**src/rtl/traffic_lights_monitor_pkg.sv**
```systemverilog
// Shared types and helpers for the traffic-light lamp-side monitor.
// Phase encoding, lamp-code constants, the lamp decoder and the phase
// successor table used by the optional sequence checker.
package traffic_lights_monitor_pkg;

   typedef enum logic [2:0] {
      PH_OFF          = 3'd0,
      PH_RED          = 3'd1,
      PH_RED_YELLOW   = 3'd2,
      PH_GREEN        = 3'd3,
      PH_GREEN_BLINK  = 3'd4,
      PH_YELLOW       = 3'd5,
      PH_YELLOW_BLINK = 3'd6,
      PH_ILLEGAL      = 3'd7
   } phase_t;

   // Lamp codes as {red, yellow, green}
   localparam logic [2:0] LAMP_OFF        = 3'b000;
   localparam logic [2:0] LAMP_RED        = 3'b100;
   localparam logic [2:0] LAMP_RED_YELLOW = 3'b110;
   localparam logic [2:0] LAMP_GREEN      = 3'b001;
   localparam logic [2:0] LAMP_YELLOW     = 3'b010;

   // Map a sampled lamp triple to the solid phase it represents.
   function automatic phase_t lamp_decode(input logic r, input logic y, input logic g);
      phase_t ph;
      case ({r, y, g})
         LAMP_OFF:        ph = PH_OFF;
         LAMP_RED:        ph = PH_RED;
         LAMP_RED_YELLOW: ph = PH_RED_YELLOW;
         LAMP_GREEN:      ph = PH_GREEN;
         LAMP_YELLOW:     ph = PH_YELLOW;
         default:         ph = PH_ILLEGAL;
      endcase
      return ph;
   endfunction

   // True when 'cur' may legally follow 'prev' as completed phases.
   // An ILLEGAL phase is flagged once; the phase after it is not re-flagged.
   function automatic logic seq_legal(input phase_t prev, input phase_t cur);
      logic ok;
      ok = 1'b0;
      if (cur == PH_ILLEGAL) begin
         ok = 1'b0;
      end else if (cur == PH_OFF || prev == PH_OFF || prev == PH_ILLEGAL) begin
         ok = 1'b1;
      end else begin
         case (prev)
            PH_RED:         ok = (cur == PH_RED_YELLOW);
            PH_RED_YELLOW:  ok = (cur == PH_GREEN);
            PH_GREEN:       ok = (cur == PH_GREEN_BLINK);
            PH_GREEN_BLINK: ok = (cur == PH_YELLOW);
            PH_YELLOW:      ok = (cur == PH_RED);
            default:        ok = 1'b0;
         endcase
      end
      return ok;
   endfunction

endpackage

```
**src/rtl/traffic_lights_monitor_rep_reg.sv**
```systemverilog
// Single-entry valid/ready report holding register.
// A new report is taken when the slot is empty or being drained in the same
// cycle; otherwise it is discarded and a one-cycle drop pulse is raised.
module traffic_lights_monitor_rep_reg
   import traffic_lights_monitor_pkg::*;
#(
   parameter int CNT_W = 16
) (
   input  logic             clk,
   input  logic             arst_n,
   input  logic             load,
   input  logic [2:0]       load_phase,
   input  logic [CNT_W-1:0] load_dur,
   input  logic             rdy,
   output logic             val,
   output logic [2:0]       phase,
   output logic [CNT_W-1:0] dur,
   output logic             drop
);

   logic accept;
   logic take;
   logic lost;

   // Decide whether an incoming report fits, drains, or is lost.
   always_comb begin
      accept = load & (~val | rdy);
      take   = val & rdy;
      lost   = load & val & ~rdy;
   end

   // Holding register and drop pulse.
   always_ff @(posedge clk or negedge arst_n) begin
      if (!arst_n) begin
         val   <= 1'b0;
         phase <= 3'd0;
         dur   <= '0;
         drop  <= 1'b0;
      end else begin
         drop <= lost;
         if (accept) begin
            val   <= 1'b1;
            phase <= load_phase;
            dur   <= load_dur;
         end else if (take) begin
            val <= 1'b0;
         end else begin
            val <= val;
         end
      end
   end

endmodule

```
**src/rtl/traffic_lights_monitor.sv**
```systemverilog
// Lamp-side observer: decodes red/yellow/green back into controller phases,
// measures each phase in clock ticks and reports every completed phase.
// Optional macro TRAFFIC_LIGHTS_MONITOR_SEQ_CHECK_EN adds seq_err_o, which
// flags a completed phase that is not a legal successor of the previous one.
module traffic_lights_monitor
   import traffic_lights_monitor_pkg::*;
#(
   parameter int CNT_W         = 16,
   parameter int BLINK_GAP_MAX = 12
) (
   input  logic             clk_i,
   input  logic             arst_ni,
   input  logic             red_i,
   input  logic             yellow_i,
   input  logic             green_i,
   output logic [2:0]       rep_phase_o,
   output logic [CNT_W-1:0] rep_dur_o,
   output logic             rep_val_o,
   input  logic             rep_rdy_i,
   output logic             rep_drop_o,
   output logic [2:0]       cur_phase_o
`ifdef TRAFFIC_LIGHTS_MONITOR_SEQ_CHECK_EN
   ,
   output logic             seq_err_o
`endif
);

   // Gap counter must reach BLINK_GAP_MAX+1 to detect the blink timeout.
   localparam int GAP_W = $clog2(BLINK_GAP_MAX + 2);
   localparam logic [CNT_W-1:0] DUR_MAX   = {CNT_W{1'b1}};
   localparam logic [CNT_W-1:0] DUR_ONE   = {{(CNT_W-1){1'b0}}, 1'b1};
   localparam logic [CNT_W-1:0] DUR_OFF   = CNT_W'(BLINK_GAP_MAX + 1);
   localparam logic [GAP_W-1:0] GAP_ONE   = {{(GAP_W-1){1'b0}}, 1'b1};
   localparam logic [GAP_W-1:0] GAP_LIMIT = GAP_W'(BLINK_GAP_MAX + 1);

   phase_t           cur_phase;
   phase_t           nxt_phase;
   logic [CNT_W-1:0] dur;
   logic [CNT_W-1:0] nxt_dur;
   logic [CNT_W-1:0] dur_inc;
   logic [GAP_W-1:0] gap;
   logic [GAP_W-1:0] nxt_gap;
   logic [GAP_W-1:0] gap_inc;
   phase_t           code;
   phase_t           lit;
   logic             end_req;
   phase_t           end_phase;
   logic [CNT_W-1:0] end_dur;

   // Decode the current lamp sample and precompute saturating increments.
   always_comb begin
      code    = lamp_decode(red_i, yellow_i, green_i);
      dur_inc = (dur == DUR_MAX) ? dur : (dur + DUR_ONE);
      gap_inc = gap + GAP_ONE;
   end

   // Phase FSM: next phase, duration/gap counters and phase-end report.
   always_comb begin
      nxt_phase = cur_phase;
      nxt_dur   = dur_inc;
      nxt_gap   = gap;
      end_req   = 1'b0;
      end_phase = cur_phase;
      end_dur   = dur;
      lit       = PH_GREEN;
      case (cur_phase)
         PH_GREEN_BLINK, PH_YELLOW_BLINK: begin
            lit = (cur_phase == PH_GREEN_BLINK) ? PH_GREEN : PH_YELLOW;
            if (code == lit) begin
               nxt_gap = '0;
            end else if (code == PH_OFF) begin
               if (gap_inc == GAP_LIMIT) begin
                  // Blink stopped: report up to the last lit tick, the
                  // dark ticks already seen belong to the OFF phase.
                  end_req   = 1'b1;
                  end_dur   = dur - CNT_W'(gap);
                  nxt_phase = PH_OFF;
                  nxt_dur   = DUR_OFF;
                  nxt_gap   = '0;
               end else begin
                  nxt_gap = gap_inc;
               end
            end else begin
               end_req   = 1'b1;
               nxt_phase = code;
               nxt_dur   = DUR_ONE;
               nxt_gap   = '0;
            end
         end
         default: begin
            if (code == cur_phase) begin
               nxt_dur = dur_inc;
            end else if (cur_phase == PH_GREEN && code == PH_OFF) begin
               end_req   = 1'b1;
               nxt_phase = PH_GREEN_BLINK;
               nxt_dur   = DUR_ONE;
               nxt_gap   = GAP_ONE;
            end else if (cur_phase == PH_YELLOW && code == PH_OFF) begin
               // Yellow blink absorbs the initial lit segment, no report.
               nxt_phase = PH_YELLOW_BLINK;
               nxt_dur   = dur_inc;
               nxt_gap   = GAP_ONE;
            end else begin
               // dur==0 only right after reset: nothing was measured yet.
               end_req   = (dur != '0);
               nxt_phase = code;
               nxt_dur   = DUR_ONE;
               nxt_gap   = '0;
            end
         end
      endcase
   end

   // Phase state and counters.
   always_ff @(posedge clk_i or negedge arst_ni) begin
      if (!arst_ni) begin
         cur_phase <= PH_OFF;
         dur       <= '0;
         gap       <= '0;
      end else begin
         cur_phase <= nxt_phase;
         dur       <= nxt_dur;
         gap       <= nxt_gap;
      end
   end

   assign cur_phase_o = cur_phase;

   traffic_lights_monitor_rep_reg #(
      .CNT_W (CNT_W)
   ) u_rep_reg (
      .clk        (clk_i),
      .arst_n     (arst_ni),
      .load       (end_req),
      .load_phase (end_phase),
      .load_dur   (end_dur),
      .rdy        (rep_rdy_i),
      .val        (rep_val_o),
      .phase      (rep_phase_o),
      .dur        (rep_dur_o),
      .drop       (rep_drop_o)
   );

`ifdef TRAFFIC_LIGHTS_MONITOR_SEQ_CHECK_EN
   phase_t prev_done;
   logic   seq_err;

   // Track the last completed phase and flag illegal successions,
   // including those whose report is dropped.
   always_ff @(posedge clk_i or negedge arst_ni) begin
      if (!arst_ni) begin
         prev_done <= PH_OFF;
         seq_err   <= 1'b0;
      end else begin
         if (end_req) begin
            prev_done <= end_phase;
            seq_err   <= ~seq_legal(prev_done, end_phase);
         end else begin
            prev_done <= prev_done;
            seq_err   <= 1'b0;
         end
      end
   end

   assign seq_err_o = seq_err;
`endif

endmodule

```
**config.mk**
```make
export PLATFORM = sky130hd
export DESIGN_NAME = traffic_lights_monitor
export DESIGN_NICKNAME = d
export VERILOG_FILES = /design/src/rtl/traffic_lights_monitor_pkg.sv /design/src/rtl/traffic_lights_monitor_rep_reg.sv /design/src/rtl/traffic_lights_monitor.sv
export SDC_FILE = /design/constraint.sdc
export NUM_CORES = 1
export LEC_CHECK = 0
export ABC_AREA = 1
export CAP_MARGIN = 20
export CORE_ASPECT_RATIO = 0.9
export CORE_MARGIN = 5
export CORE_UTILIZATION = 51
export CTS_BUF_LIST = sky130_fd_sc_hd__clkbuf_4 sky130_fd_sc_hd__clkbuf_8 sky130_fd_sc_hd__clkbuf_16
export CTS_CLUSTER_DIAMETER = 40
export DETAILED_ROUTE_END_ITERATION = 10
export PLACE_DENSITY = 0.75
export SLEW_MARGIN = 20
export SYNTH_ARGS = -nofsm -noshare
export SYNTH_HDL_FRONTEND = slang
export SYNTH_SLANG_ARGS = --single-unit
```
**constraint.sdc**
```tcl
create_clock -name clk_i -period 2.39 [get_ports clk_i]
set_input_delay 0.717 -clock clk_i [delete_from_list [all_inputs] [get_ports clk_i]]
set_output_delay 0.717 -clock clk_i [all_outputs]
set_load 0.02 [all_outputs]
```
# [Yosys cells after proc, flatten, opt, wreduce, memory -nomap -nowiden]
# Index checks and enable logic that the tools add are counted.
[op_classes] add_sub_neg=3 eq_ne=15 muxes=37 n_bitwise=7 n_reduce_logical=8
[ops] operator="$mux 16" count=12
[ops] operator="$mux 3" count=8
[ops] operator="$mux 4" count=5
[ops] operator="$add 16x1->16 const B" count=1
[ops] operator="$eq 16x16->1 const B" count=1
[ops] operator="$reduce_bool 16->1" count=1
[ops] operator="$sub 16x4->16" count=1
[ops] operator="$eq 3x3->1 const B" count=5
[ops] operator="$pmux 3 s5" count=1
[ops] operator="$mux 1" count=11
[ops] operator="$eq 3x2->1 const B" count=2
[ops] operator="$eq 3x3->1" count=2
[ops] operator="$logic_not 3->1" count=2
[ops] operator="$add 4x1->4 const B" count=1
[ops] operator="$and 1x1->1" count=4
[ops] operator="$eq 4x4->1 const B" count=1
[ops] operator="$eq 3x1->1 const B" count=1
[ops] operator="$ne 3x3->1 const B" count=1
[ops] operator="$reduce_and 3->1" count=1
[ops] operator="$logic_and 1x1->1" count=2
[ops] operator="$ne 2x1->1 const B" count=1
[ops] operator="$ne 2x2->1 const B" count=1
[ops] operator="$not 1->1" count=2
[ops] operator="$reduce_bool 2->1" count=1
[ops] operator="other kinds (2)" count=2
[word_totals] register_bits=44 in_bits=6 output_inout_bits=24

# [Longest topological paths before layout]
# Gate-level depths: netlist of the first run.
[depth] depth_word=10 ltp_mapped=16 ltp_nobuf=15

# [Hierarchy]
# A second synthesis of the first run with hierarchy kept.
[unflattened] hier_cells=441 area_unflattened_um2=3129.3
[by_module_without_submodules] module="traffic_lights_monitor" n_inst=1 cells_each=352 area_each_um2=2297.2
[by_module_without_submodules] module="traffic_lights_monitor_rep_reg" n_inst=1 cells_each=89 area_each_um2=832.0

# [Worst setup path before layout of the first run]
# OpenSTA, ideal clock, no wires.
[synth_path] kind="flip-flop to flip-flop" startpoint="register dur[0]" endpoint="register u_rep_reg.dur[14]" t_arrival_ns=2.055 setup_slack_ns=0.219 path_stages_with_launch=16 path_buffers=1 period_less_slack_ns=2.171 cell_sequence="dfrtp_1 > clkbuf_2 > inv_1 > ha_1 > inv_1 > fa_1 > nand3_1 > nand2_1 > nor2_1 > nand2_1 > nor2_4 > nand3_1 > nand2_1 > inv_1 > nand2_1 > nand2_1"
[synth_via] elab_chain_len=6 word_cells_on_any_way=11
[synth_lines] item="start: declaration" line_no="traffic_lights_monitor.sv:38" text="logic [CNT_W-1:0] dur;"
[synth_lines] item="start signal: assignment" line_no="traffic_lights_monitor.sv:122" text="dur <= nxt_dur;"
[synth_lines] item="parallel branches: the longest is 6 deep, another holds $sub 16x4->16"
[synth_lines] item="end signal: assignment" line_no="traffic_lights_monitor_rep_reg.sv:44" text="dur <= load_dur;"
[synth_lines] item="end: declaration" line_no="traffic_lights_monitor_rep_reg.sv:17" text="output logic [CNT_W-1:0] dur,"
# Parallel ways; which one is timed is not known.
# A chain may end at the register's enable or synchronous reset.

# [Worst setup path after layout of the first run]
[layout_path] startpoint="register cur_phase[1] (netlist: cur_phase_o[1])" endpoint="output cur_phase_o[1]"
[layout_lines] item="start: declaration" line_no="traffic_lights_monitor.sv:36" text="phase_t cur_phase;"
[layout_lines] item="start signal: assignment" line_no="traffic_lights_monitor.sv:121" text="cur_phase <= nxt_phase;"
[layout_lines] item="end: declaration" line_no="traffic_lights_monitor.sv:21" text="output logic [2:0] cur_phase_o"
# No word-level cell between the ends.

==> results.ini, run 1 <==
[timing]
rsz0062_at_grt=false
finalMaxSlewViolations=0
max-slew-margin-rel=0.553
skew_ps=9.23
setup_viol=0
hold_viol=0
timing.final.ws_setup_ps=192
tns_ps=0
period_share=0.920
fmax_mhz=455
worstMarginPinSlew_ps=670
period_minus_slack_ps=2200

[clock_tree]
clock_sinks=44
cts_buffers=5
postCtsHoldBufs=0
cts_tree=built
htree_levels=2
insertion_delay_ps=300
clk_path_buf_depth=2
clockRootBuffer=clkbuf_8
cts.clk_slew.worst_paths_ps=90

[placed_design]
post-place-cells=542
post_dp_cell_area_um2=3510
dp_hpwl_um=5620
gp_congestion=0.873
pre_cts_ws_ps=-91.2
port_buffers=29

[critical_path]
cp-start-kind=flop
critPathTopFamily=buffers and inverters
r2r_slack_ps=280
worstSetupPathDepth=1
r2r_start=dur[0]
slowest_delay_ps=660
worstPathCellList=clkdlybuf4s50_1
crit_type=reg2out
crit_required_ps=1670
r2r_end=u_rep_reg.dur[14]
path_buf_inv=1
critPathArrivalTime_ps=1480
ff2ff_path_depth=15
critical_path.endpoint=cur_phase_o[1]
crit_start=cur_phase_o[1]
end_kind=output pin
crit_fanout=8
cp_slowest_cell=clkdlybuf4s50_1

[logic_synthesis]
ys_async_sr_fraction=1.00
netlist-cell-type-count=38
synth_area_leaders=dfrtp_1 36%, nand2_1 17%, inv_1 5.9%
yosysSeqAreaShare=0.356
dominantRegCellSynth=dfrtp_1
synth_seq_cells=44
syn-instance-count=434
synth_edf_count=0
synth.top_cell.area_share=0.356
synth_area_leader_cell=dfrtp_1
syn_area_um2=3090
synth_area_per_cell_um2=7.13
synth_warnings=0
postSynthNetCount=449

[die]
start_util=0.515
core-area_um2=6010
die_y_um=83.9
fp.dieW_um=92.1
row_count=27
die_area_um2=7730
io-pin-count=30

[layout]
seqCellArea_um2=1100
num-nets-final=492
layout_commonest_cell=nand2_1
drive_gt1_frac=0.140
diodes=0
multi_input_area_um2=1680
syn2layout_area_growth_pct=16.4
stdcell_area_um2=3600
stdcell_count=550
fillers=555
layout_common_cells=144 x nand2_1, 49 x inv_1, 43 x dfrtp_1

[power_and_ir_drop]
power_density_nw_per_um2=730
finalPower_mw=2.63
vdd_drop_max_mv=0.277
leakage_nw=1.89

[job]
maxCapViolations=0

[drt]
final_antenna_net_count=0
via_per_inst=5.10
first_pass_iters=4
drtIter0Drc=139
dr_total_vias=2806
routedWlPerCell_um=12.8
postRouteWirelength_um=7040
drc=0

[grt]
grt_pass1_wl_um=12600
first_global_vias=2785
antenna_found_initial=0
grt_max_degree=31
grt-ovfl-total=0
grt.total_usage=0.196

[min_path]
hold_path_class=in2async

[status]
status=finished, final reports clean

flip-flops by register name (all words and copies together), names as in the netlist:
| register | flops |
|---|---|
| dur | 16 |
| u_rep_reg.dur | 16 |
| gap | 4 |
| cur_phase_o | 3 |
| u_rep_reg.phase | 3 |
| u_rep_reg.drop | 1 |
| u_rep_reg.val | 1 |
area by class of cell:
cell class,count,area share
multi-input cells,321,0.466
flip-flops and latches,44,0.306
repair buffers,45,0.116
inverters,60,0.0629
well taps,72,0.0250
clock buffers,5,0.0191
clock inverters,3,0.00521
worst min path at each step:
stage / endpoint / depth (start not counted)
after floorplan: cur_phase_o[0] / 0
after global placement: u_rep_reg.dur[3] / 2
after detailed placement: u_rep_reg.phase[2] / 2
after CTS: u_rep_reg.val / 1
after global routing: u_rep_reg.dur[10] / 1
final: u_rep_reg.dur[13] / 1
cells in the mapped netlist, types with 2 or more instances:
cell and n:
nand4_1 10, inv_2 9, nor2_4 5, nand2_1 144
nand3_4 4, nor2_1 40, o21ai_1 2, xor2_1 8
nand3b_1 3, nand2_4 5, o21ai_0 10, a21oi_1 11
nand3_2 2, nor2_2 3, ha_1 8, buf_4 2
nand3_1 33, nor3_1 9, nand2_2 10, o22ai_1 4
buf_6 4, dfrtp_1 44, inv_1 49
per-stage QoR:
stage,util,hold slack [ps]
after floorplan,-,421
after global placement,0.584,460
after detailed placement,0.584,459
after CTS,0.599,455
after global routing,0.599,482
final,0.599,445
cell families after synthesis:
family,after synthesis,share of synthesized area
AOI/OAI and AO/OA,32,0.0603
buffers and inverters,69,0.102
and+or+nand+nor,272,0.420
xor gates and xnor gates,8,0.0226
DFF,44,0.356
adders and majority gates,9,0.0388
power by group:
part	total (mW)	internal [mW]	switching [mW]
Sequential	0.952	0.848	0.104
Clock	0.463	0.204	0.260
Combinational	1.21	0.477	0.736
Total	2.63	1.53	1.10
layer usage:
metal	wire length (µm)	vias up	track usage
li1	-	1456	-
met2	3090	57	0.317
met4	49	0	0.0432
met5	0	-	0
met3	318	5	0.0388
met1	3580	1288	0.270
repair_timing:
action	CTS	global route
setup endpoints to repair	0	2
resized for setup	0	1
setup buffers	0	0
Note: power is estimated with default switching activity, not from simulation.
==> run 2: changes to the inputs <==
--- a/config.mk
+++ b/config.mk
@@ -13,7 +13,7 @@
 export CTS_BUF_LIST = sky130_fd_sc_hd__clkbuf_4 sky130_fd_sc_hd__clkbuf_8 sky130_fd_sc_hd__clkbuf_16
 export CTS_CLUSTER_DIAMETER = 40
 export DETAILED_ROUTE_END_ITERATION = 10
-export PLACE_DENSITY = 0.75
+export PLACE_DENSITY = 0.78
 export SLEW_MARGIN = 20
 export SYNTH_ARGS = -nofsm -noshare
 export SYNTH_HDL_FRONTEND = slang
==> constraint.sdc (replaced) <==
create_clock -name clk_i -period 2 [get_ports clk_i]
set_input_delay 0.6 -clock clk_i [delete_from_list [all_inputs] [get_ports clk_i]]
set_output_delay 0.6 -clock clk_i [all_outputs]
set_load 0.02 [all_outputs]
==> results.ini, run 2 (same netlist as run 1, synthesis figures left out) <==
[critical_path]
cpMostUsedCell=nand2_1
ff2ff_path_depth=14
critPathTopFamily=simple AND/OR/NAND/NOR gates
critPathArrivalTime_ps=2200
crit_required_ps=2200
cp-start-kind=flop
crit_fanout=5
worstPathCellList=inv_4 > ha_4 > inv_4 > fa_2 > nand3_2 > nand2_4 > nor2_4 > nand2_2 > nor2_4 > nand3_1 > nand2_1 > inv_1 > nand2_1 > nand2_1
end_kind=flop
slowest_delay_ps=410
crit_type=reg2reg
path_buf_inv=3
worstSetupPathDepth=14
cp_slowest_cell=dfrtp_1

[timing]
timing.final.ws_setup_ps=-3.98
max-slew-margin-rel=0.626
setup_viol=1
period_minus_slack_ps=2000
rsz0062_at_grt=true
fmax_mhz=499
holdWs_ps=256
skew_ps=8.64
hold_viol=0
worstMarginPinSlew_ps=556
period_share=1.00
finalMaxSlewViolations=0

[clock_tree]
clock_sinks=44
insertion_delay_ps=300
htree_levels=2
cts.clk_slew.worst_paths_ps=80
clk_path_buf_depth=2
cts_tree=built
postCtsHoldBufs=0
cts_buffers=5
clockRootBuffer=clkbuf_8

[layout]
layout_common_cells=136 x nand2_1, 44 x inv_1, 44 x dfrtp_1
num-nets-final=517
drive_gt1_frac=0.235
layout_commonest_cell=nand2_1
reg_top3=dur x16, u_rep_reg.dur x16, gap x4
diodes=0
multi_input_area_um2=1840
seqCellArea_um2=1100
syn2layout_area_growth_pct=29.1
fillers=473

[die]
row_count=27
die_y_um=83.9
io-pin-count=30
fp.dieW_um=92.1
die_area_um2=7730
core-area_um2=6010
start_util=0.515

[min_path]
hold_path_class=in2async

[drt]
dr_total_vias=2998
routedWlPerCell_um=13.3
via_per_inst=5.21
drtIter0Drc=243
postRouteWirelength_um=7630
first_pass_iters=5
final_antenna_net_count=0
drc=0

[grt]
top_usage_layer=met2
grt_max_degree=24
met2_usage=0.312
antenna_found_initial=0
use_met3=0.0352
grt_pass1_wl_um=12600
grt-ovfl-total=0
met1_usage=0.279
first_global_vias=2796
grt.total_usage=0.197

[status]
violations=negative setup slack
status=complete, but fails checks

[placed_design]
port_buffers=29
gp_congestion=0.907
dp_hpwl_um=5650

[power_and_ir_drop]
vdd_drop_max_mv=0.351
leakage_nw=2.08
power_density_nw_per_um2=897
finalPower_mw=3.58

[job]
maxCapViolations=0

-- run 2: through the flow --
step | worst slack, ps | std cells | area [µm²] | util | setup TNS [ps]
after CTS | 3.95 | 566 | 3810 | 0.634 | 0
after detailed placement | -373 | 558 | 3690 | 0.614 | -11790
after global placement | -282 | 558 | 3690 | 0.614 | -8510
after global routing | -156 | 575 | 3990 | 0.664 | -624
final | -3.98 | 575 | 3990 | 0.664 | -3.98
after floorplan | 22.9 | 434 | 3140 | - | 0
-- run 2: cell type report --
type,count,area share
multi-input combinational,323,0.460
sequential,44,0.276
timing repair buffer,68,0.155
inverter,60,0.0586
tap,72,0.0226
clock buffer,6,0.0191
clock inverter,2,0.00877
-- run 2: worst paths after layout --
path / start / endpoint / slack, ps
setup / recovery: dur[0] / u_rep_reg.dur[12] / -4
hold reg to reg: u_rep_reg.phase[2] / u_rep_reg.phase[2] / 470
setup reg to reg: dur[0] / u_rep_reg.dur[12] / -4
min in group clk_i: u_rep_reg.phase[2] / u_rep_reg.phase[2] / 470
hold / removal: arst_ni / u_rep_reg.dur[11] / 260
max in group asynchronous: arst_ni / gap[3] / 1230
-- run 2: layer usage --
layer	up-vias	share of wire	routed length [µm]
met1	1372	0.46	3550
met5	-	0	0
met2	111	0.46	3540
met4	0	0.011	87
met3	10	0.060	457
li1	1505	-	-
-- run 2: report_power, final --
part	total [mW]	internal, mW	switching, mW
Clock	0.682	0.384	0.297
Combinational	1.79	0.754	1.03
Sequential	1.11	1.01	0.100
-- run 2: repair_timing --
item,in CTS,in global routing
setup buffers,0,7
resized for setup,3,31
pin swaps,2,20
gates cloned,0,2
setup endpoints to repair,20,39
==> run 3: changes to the inputs <==
--- a/config.mk
+++ b/config.mk
@@ -7,13 +7,15 @@
 export LEC_CHECK = 0
 export ABC_AREA = 1
 export CAP_MARGIN = 20
+export CELL_PAD_IN_SITES_DETAIL_PLACEMENT = 1
+export CELL_PAD_IN_SITES_GLOBAL_PLACEMENT = 1
 export CORE_ASPECT_RATIO = 0.9
 export CORE_MARGIN = 5
-export CORE_UTILIZATION = 51
+export CORE_UTILIZATION = 38
 export CTS_BUF_LIST = sky130_fd_sc_hd__clkbuf_4 sky130_fd_sc_hd__clkbuf_8 sky130_fd_sc_hd__clkbuf_16
 export CTS_CLUSTER_DIAMETER = 40
 export DETAILED_ROUTE_END_ITERATION = 10
-export PLACE_DENSITY = 0.78
+export PLACE_DENSITY = 0.8
 export SLEW_MARGIN = 20
 export SYNTH_ARGS = -nofsm -noshare
 export SYNTH_HDL_FRONTEND = slang
==> results.ini, run 3 (same netlist as run 1, synthesis figures left out) <==
[power_and_ir_drop]
vdd_drop_max_mv=0.327
leakage_nw=2.08
power_density_nw_per_um2=903
finalPower_mw=3.67

[placed_design]
post_dp_cell_area_um2=3720
port_buffers=29
pre_cts_ws_ps=-422
post-place-cells=584
gp_congestion=0.840
dp_hpwl_um=7040

[timing]
setup_viol=0
fmax_mhz=500
hold_viol=0
holdWs_ps=246
skew_ps=8.23
period_share=0.999
timing.final.ws_setup_ps=1.84
tns_ps=0
worstMarginPinSlew_ps=493
max-slew-margin-rel=0.671
finalMaxSlewViolations=0
period_minus_slack_ps=2000
rsz0062_at_grt=true

[die]
io-pin-count=30
die_y_um=95.6
core-area_um2=7990
row_count=31
fp.dieW_um=105
die_area_um2=10000
start_util=0.387

[critical_path]
critical_path.endpoint=u_rep_reg.dur[14]
end_kind=flop
crit_start=dur[0]
r2r_end=u_rep_reg.dur[14]
r2r_slack_ps=2
crit_type=reg2reg
critPathArrivalTime_ps=2240
ff2ff_path_depth=15
crit_required_ps=2250
cp-start-kind=flop
crit_fanout=5
r2r_start=dur[0]

[layout]
fin_util=0.509
num-nets-final=521
fillers=1021
layout_common_cells=138 x nand2_1, 45 x inv_1, 43 x dfrtp_1
drive_gt1_frac=0.245
diodes=0
stdcell_count=606
layout_commonest_cell=nand2_1
reg_top3=dur x16, u_rep_reg.dur x16, gap x4
stdcell_area_um2=4070
syn2layout_area_growth_pct=31.4

[grt]
grt-ovfl-total=0
grt_pass1_wl_um=14900
grt_max_degree=27
grt.total_usage=0.181
first_global_vias=3082
antenna_found_initial=0

[clock_tree]
cts.clk_slew.worst_paths_ps=90
clockRootBuffer=clkbuf_8
insertion_delay_ps=310
postCtsHoldBufs=0
clk_path_buf_depth=2
htree_levels=2
cts_tree=built
clock_sinks=44
cts_buffers=5

[drt]
routedWlPerCell_um=15.5
drtIter0Drc=144
drc=0
first_pass_iters=4
highest_layer=met4
wl_met2_um=4450
dr_total_vias=3036
final_antenna_net_count=0
drt-met1-wl_um=4510
wl_met3_um=338
via_per_inst=5.01
postRouteWirelength_um=9410

[status]
status=finished, final reports clean

[min_path]
hold_path_class=in2async

[job]
maxCapViolations=0

run 3: cell types whose count changed in the layout (fill, tap and decap cells not counted), moves of 2 or more:
cell,before,now
buf_4,36,40
nand2_1,136,138
ha_4,2,4
dlymetal6s2s_1,3,0
ha_1,5,2
dlygate4sd2_1,2,5
nand2_2,17,15
run 3: metal layers:
layer | global-route usage | vias up
li1 | - | 1515
met1 | 0.250 | 1463
met2 | 0.301 | 49
met3 | 0.0271 | 9
met4 | 0.0383 | 0
met5 | 0 | -
run 3: critical path: stages, from the launching register on:
cell and delay (ps):
dfrtp_1 430, inv_4 80, ha_4 130, inv_4 30, fa_2 370, nand3_2 100, nand2_4 70, nor2_4 100
nand2_2 70, nor2_4 170, nand2_1 70, nand2_1 70, nand2_1 70, inv_1 60, nand2_1 50, nand2_1 60
run 3: timing repair:
| action | 4_1_cts | 5_1_grt |
|---|---|---|
| setup endpoints to repair | 22 | 37 |
| resized for setup | 6 | 30 |
| pin swaps | 5 | 17 |
| gates cloned | 0 | 1 |
| buffers inserted | 5 | 8 |
run 3: worst min path at each step:
stage / cells past startpoint / to / from
final: 1 / u_rep_reg.dur[10] / arst_ni
after global routing: 1 / dur[15] / arst_ni
after CTS: 1 / dur[14] / arst_ni
after detailed placement: 2 / u_rep_reg.dur[1] / u_rep_reg.dur[1]
after global placement: 2 / u_rep_reg.dur[0] / u_rep_reg.dur[0]
after floorplan: 0 / cur_phase_o[0] / arst_ni
run 3: where the power goes:
group	leakage, nW	switching, mW	total (mW)	internal (mW)
combinational	1.44	1.09	1.92	0.834
clock	0.0479	0.329	0.625	0.295
sequential	0.587	0.111	1.13	1.01
run 3: cell type report:
| cell class | count | area (µm²) | area share |
|---|---|---|---|
| multi-input cells | 321 | 1830 | 0.451 |
| flip-flops and latches | 44 | 1100 | 0.271 |
| repair buffers | 74 | 676 | 0.166 |
| inverters | 60 | 231 | 0.0569 |
| well taps | 99 | 124 | 0.0305 |
| clock buffers | 7 | 90.1 | 0.0222 |
| clock inverters | 1 | 7.51 | 0.00185 |
